### src/rtl/mem_arbiter.sv
// Arbitrates a single-ported, fixed-latency memory between the IF and DM ports of the pipeline.
// Optional macro ARB_STATS_EN adds per-port stall-cycle counters.
module mem_arbiter #(
    parameter int unsigned ADDR_W     = 32,
    parameter int unsigned DATA_W     = 32,
    parameter int unsigned MEM_LAT    = 2,
    parameter int unsigned STARVE_MAX = 4
) (
    input  logic              clk_i,
    input  logic              reset_i,
    input  logic              if_req_i,
    input  logic [ADDR_W-1:0] if_addr_i,
    output logic [DATA_W-1:0] if_rdata_o,
    output logic              if_ack_o,
    output logic              if_stall_o,
    input  logic              dm_req_i,
    input  logic              dm_we_i,
    input  logic [ADDR_W-1:0] dm_addr_i,
    input  logic [DATA_W-1:0] dm_wdata_i,
    output logic [DATA_W-1:0] dm_rdata_o,
    output logic              dm_ack_o,
    output logic              dm_stall_o,
`ifdef ARB_STATS_EN
    output logic [31:0]       if_wait_cnt_o,
    output logic [31:0]       dm_wait_cnt_o,
`endif
    output logic              mem_en_o,
    output logic              mem_we_o,
    output logic [ADDR_W-1:0] mem_addr_o,
    output logic [DATA_W-1:0] mem_wdata_o,
    input  logic [DATA_W-1:0] mem_rdata_i
);

    localparam int unsigned CntW = (MEM_LAT > 1) ? $clog2(MEM_LAT) : 1;
    localparam int unsigned StW  = $clog2(STARVE_MAX + 1);

    localparam logic [0:0] StIdle = 1'b0;
    localparam logic [0:0] StBusy = 1'b1;

    localparam logic [CntW-1:0] CntInit   = CntW'(MEM_LAT - 1);
    localparam logic [StW-1:0]  StarveMax = StW'(STARVE_MAX);

    logic [0:0]        state_q, state_d;
    logic [CntW-1:0]   cnt_q, cnt_d;
    logic [StW-1:0]    starve_q, starve_d;
    logic              sel_dm_q, sel_dm_d;
    logic              we_q, we_d;
    logic [ADDR_W-1:0] addr_q, addr_d;
    logic [DATA_W-1:0] wdata_q, wdata_d;
    logic [DATA_W-1:0] if_rdata_q, if_rdata_d;
    logic [DATA_W-1:0] dm_rdata_q, dm_rdata_d;

    logic busy, done, can_grant, gnt_dm, gnt_if;

    assign busy      = (state_q == StBusy);
    assign done      = busy && (cnt_q == '0);
    assign can_grant = !busy || done;

    // DM wins contention unless IF has lost STARVE_MAX times in a row.
    assign gnt_dm = can_grant && dm_req_i && (!if_req_i || (starve_q != StarveMax));
    assign gnt_if = can_grant && if_req_i && !gnt_dm;

    // A dropped request still finishes its access, but gets no ack.
    assign if_ack_o   = done && !sel_dm_q && if_req_i;
    assign dm_ack_o   = done && sel_dm_q && dm_req_i;
    assign if_stall_o = if_req_i && !if_ack_o;
    assign dm_stall_o = dm_req_i && !dm_ack_o;

    assign mem_en_o    = busy;
    assign mem_we_o    = done && we_q;
    assign mem_addr_o  = busy ? addr_q : '0;
    assign mem_wdata_o = busy ? wdata_q : '0;

    assign if_rdata_o = if_ack_o ? mem_rdata_i : if_rdata_q;
    assign dm_rdata_o = dm_ack_o ? mem_rdata_i : dm_rdata_q;

    always_comb begin
        state_d    = state_q;
        cnt_d      = cnt_q;
        starve_d   = starve_q;
        sel_dm_d   = sel_dm_q;
        we_d       = we_q;
        addr_d     = addr_q;
        wdata_d    = wdata_q;
        if_rdata_d = if_rdata_q;
        dm_rdata_d = dm_rdata_q;

        if (busy && !done) begin
            cnt_d = cnt_q - CntW'(1);
        end

        if (gnt_dm || gnt_if) begin
            state_d  = StBusy;
            cnt_d    = CntInit;
            sel_dm_d = gnt_dm;
            we_d     = gnt_dm && dm_we_i;
            addr_d   = gnt_dm ? dm_addr_i : if_addr_i;
            wdata_d  = gnt_dm ? dm_wdata_i : '0;
        end else if (done) begin
            state_d = StIdle;
        end

        if (gnt_if) begin
            starve_d = '0;
        end else if (gnt_dm) begin
            if (!if_req_i) begin
                starve_d = '0;
            end else if (starve_q != StarveMax) begin
                starve_d = starve_q + StW'(1);
            end
        end

        if (if_ack_o) begin
            if_rdata_d = mem_rdata_i;
        end
        if (dm_ack_o) begin
            dm_rdata_d = mem_rdata_i;
        end
    end

    always_ff @(posedge clk_i) begin
        if (reset_i) begin
            state_q    <= StIdle;
            cnt_q      <= '0;
            starve_q   <= '0;
            sel_dm_q   <= 1'b0;
            we_q       <= 1'b0;
            addr_q     <= '0;
            wdata_q    <= '0;
            if_rdata_q <= '0;
            dm_rdata_q <= '0;
        end else begin
            state_q    <= state_d;
            cnt_q      <= cnt_d;
            starve_q   <= starve_d;
            sel_dm_q   <= sel_dm_d;
            we_q       <= we_d;
            addr_q     <= addr_d;
            wdata_q    <= wdata_d;
            if_rdata_q <= if_rdata_d;
            dm_rdata_q <= dm_rdata_d;
        end
    end

`ifdef ARB_STATS_EN
    logic [31:0] if_wait_q, dm_wait_q;

    always_ff @(posedge clk_i) begin
        if (reset_i) begin
            if_wait_q <= '0;
            dm_wait_q <= '0;
        end else begin
            if (if_stall_o && (if_wait_q != '1)) begin
                if_wait_q <= if_wait_q + 32'd1;
            end
            if (dm_stall_o && (dm_wait_q != '1)) begin
                dm_wait_q <= dm_wait_q + 32'd1;
            end
        end
    end

    assign if_wait_cnt_o = if_wait_q;
    assign dm_wait_cnt_o = dm_wait_q;
`endif

endmodule

### config.mk
export PLATFORM = sky130hd
export DESIGN_NAME = mem_arbiter
export DESIGN_NICKNAME = d
export VERILOG_FILES = /design/src/rtl/mem_arbiter.sv
export SDC_FILE = /design/constraint.sdc
export NUM_CORES = 1
export LEC_CHECK = 0
export BUFFER_PORTS_ARGS = -buffer_cell sky130_fd_sc_hd__buf_2
export CORE_ASPECT_RATIO = 1.25
export CORE_MARGIN = 2
export CORE_UTILIZATION = 35
export DETAILED_ROUTE_END_ITERATION = 12
export GPL_ROUTABILITY_DRIVEN = 0
export PLACE_DENSITY = 0.7
export SYNTH_ARGS = -nofsm -noshare
export SYNTH_HDL_FRONTEND = slang
export SYNTH_SLANG_ARGS = --single-unit
export TNS_END_PERCENT = 20
### constraint.sdc
create_clock -name clk_i -period 3.75 [get_ports clk_i]
set_input_delay 0.75 -clock clk_i [delete_from_list [all_inputs] [get_ports clk_i]]
set_output_delay 0.75 -clock clk_i [all_outputs]
set_load 0.01 [all_outputs]
==> run metrics <==
CP Depth 4; mean area per synthesized cell ~9.4 um2; Synth Area in Simple Gates 23.7%; Slew @ Worst Pin 0.741 ns; WP data arrival approximately 2.2 ns; area occupied by multi-input gates 3160 um2; H-tree Lvls 4; vias in the first global route approximately 5.4k; Syn Inst Count roughly 660; post-synthesis mux area share between 10% and 20%; total CTS buffers 17; post-synthesis xor/xnor area fraction 0%; syn nets around 800; post-cts sizing count 0; final setup violation count 0; postcts setup bufs 0; HPWL Detailed ~12 mm; Slew headroom 50.6%; Worst Skew approximately 0.0065 ns; worst setup path end dm_rdata_o[25]; crit share post-route 78.9%; NetSw approximately 0.93 mW; R2R setup slack between 1 and 1.5 ns; Reg clk slew, reported paths 0.06 ns; Rows between 50 and 60; Reg2Reg Depth 5; Max IR drop VDD between 200 and 300 uV; gr usage total a little under a fifth; Sum Neg Setup Slack 0 ns; sequential share of power between 30% and 40%; maxcap violations 0; vias per cell 5.02; WP buf/inv 2; internal power between 2 and 3 mW; Slew Limit Fails 0; leading cell type in the layout, fill and taps excluded buf_2; first-pass GRT wire length 28.2 mm; initial core utilization 35.7%; clk buf depth 2; switching share of power a little under a quarter; max incr delay on CP approximately 0.6 ns; CP Class flop to primary output; reg2reg end addr_q[30]; most frequent cells in the layout 265 x buf_2, 134 x dfxtp_1, 67 x nand2_1; CP startpoint kind flop; Cell Area, Synth around 6200 um2; port bufs ~270; Top delay family on crit path flip-flops; Post-DRT Antenna Nets 0; Hold Violations, Final 0; drt first pass iters 5; top-level port count 267; Clk pwr share around 48%; Tot Pwr approximately 4 mW; Filler Cell Count 1705; Die W between 100 and 150 um; status finished, final reports clean; Vias 5660; clk_lat worst skew 0.42 ns; unrepaired setup endpoints after global routing false; Netlist cell types 33; FMAX roughly 0.34 GHz; P_leak between 3 and 4 nW; Slowest-stage cell, CP dfxtp_1; pwr dens between 400 and 500 nW/um2; cell taking the most area after synthesis dfxtp_1; final WL 18.2 mm; NumNets Final a little over 1k; post-synthesis sequential area ratio 43.4%; Seq cells post-synth approximately 140; Reg-to-Reg Start mem_en_o; Post-CTS Hold Buffers 0; post-synth top area share 43.4%; grt total ovfl 0; root buf cell clkbuf_16; CTS tree yes; initial antenna violation count 0; Combinational Power Share roughly 12%; Adder-Cell Fraction of Synth Area less than 1%; Core ar. 17400 um2; Area growth syn-to-layout 33.3%; Synth Area in Compound Gates 13.2%; Synth Warn # 0; top post-synthesis cells by area dfxtp_1 43%, mux2_4 7.0%, and2_1 6.5%, nor2b_1 6.5%, a311oi_1 4.5%; cell area after layout 8300 um2; Starting DRT DRC Count roughly 350; drt drc 0; critical path capture point type primary output; ant diodes 0; Die Height 153 um; full die area 18900 um2; crit path cell chain nand4b_4, buf_4, mux2_2, buf_2; Final Core Density 47.6%; Routed WL per cell around 16 um; Max FO, Critical Path 33; main combinational cell family by area after synthesis simple AND/OR/NAND/NOR gates; HP Class flop to flop; layout cell share with drive strength beyond 1 40.0%; largest net degree at the start of global routing between 70 and 80; flip-flop and latch area ~2700 um2; Worst EP required around 3 ns; Placed Area about 7600 um2; Sink Count between 100 and 150; Crit. Startpoint cnt_q; crit path time final approximately 3.0 ns
## synthesized netlist by cell type
library cell,n
nand4_1,2
o211ai_1,35
buf_4,6
o21bai_1,1
nand2_1,67
a21boi_2,1
a211oi_1,1
inv_1,5
a21boi_4,1
mux2_2,15
nand3_1,36
mux2_4,29
a31oi_1,1
nor2_1,1
ha_1,2
nand2b_1,1
buf_1,1
mux2_1,20
a21boi_0,2
nand4b_4,1
nor2b_1,65
dfxtp_1,135
a21bo_2,2
a311oi_1,32
nor3_1,33
clkbuf_1,30
and4bb_1,1
buf_2,27
and3_1,1
buf_6,5
a221o_1,1
a21oi_1,37
and2_1,65
## worst register-to-register path, stage by stage (launching register included)
cell and delay [ns]:
dfxtp_2 0.51, buf_4 0.52, a21bo_2 0.60, buf_12 0.30, nand2_1 0.11, a311oi_1 0.27
## cells by family (layout without fill, tap and decap cells)
kind of cell,after synthesis,after routing
compound gates,114,114
flops,135,135
fa+ha+maj,2,2
buf+inv,74,316
mux,64,64
simple gates,273,273
## power groups by stage
stage	sequential, mW	clock [mW]	combinational (mW)
after global placement	1.57	0	0.482
after floorplan	1.56	0	0.305
after global routing	1.55	2.01	0.532
final	1.54	1.90	0.484
after detailed placement	1.57	0	0.485
after CTS	1.54	1.94	0.488
## metal layers
metal	GRT usage, %	up-vias	part of all wire [%]
li1	-	2766	-
met1	23.7	2623	43
met2	30.3	236	47
met3	5.45	35	7.2
met4	7.68	0	2.5
met5	0	-	0
## metrics by stage
stage | setup WS [ns] | hold WS [ns] | cells
after floorplan | 1.38 | 0.460 | 662
after global placement | 0.998 | 0.470 | 1097
after detailed placement | 0.970 | 0.473 | 1097
after CTS | 0.774 | 0.484 | 1128
after global routing | 0.684 | 0.501 | 1128
final | 0.792 | 0.484 | 1128
## state kept, by name (all words and copies together) (netlist names)
| signal | cells |
|---|---|
| cnt_q | 1 |
| if_rdata_q | 32 |
| we_q | 1 |
| mem_en_o | 1 |
| dm_rdata_q | 32 |
| wdata_q | 32 |
| sel_dm_q | 1 |
| starve_q | 3 |
| addr_q | 32 |
## worst min path at each step
stage / start / end / slack, ns / cells after the start
floorplan: addr_q[10] / addr_q[10] / 0.46 / 2
global placement: wdata_q[19] / wdata_q[19] / 0.47 / 2
detailed placement: addr_q[31] / addr_q[31] / 0.47 / 2
CTS: addr_q[26] / addr_q[26] / 0.48 / 2
global route: addr_q[14] / addr_q[14] / 0.50 / 2
finish: addr_q[12] / addr_q[12] / 0.48 / 2
## layout make-up
class | instances | share of cell area [%]
Tap cell | 224 | 3.38
Clock inverter | 12 | 2.70
Inverter | 5 | 0.226
Multi-Input combinational cell | 453 | 38.0
Timing Repair Buffer | 280 | 17.8
Clock buffer | 19 | 5.34
Sequential cell | 135 | 32.6
Note: power is estimated with default switching activity, not from simulation.
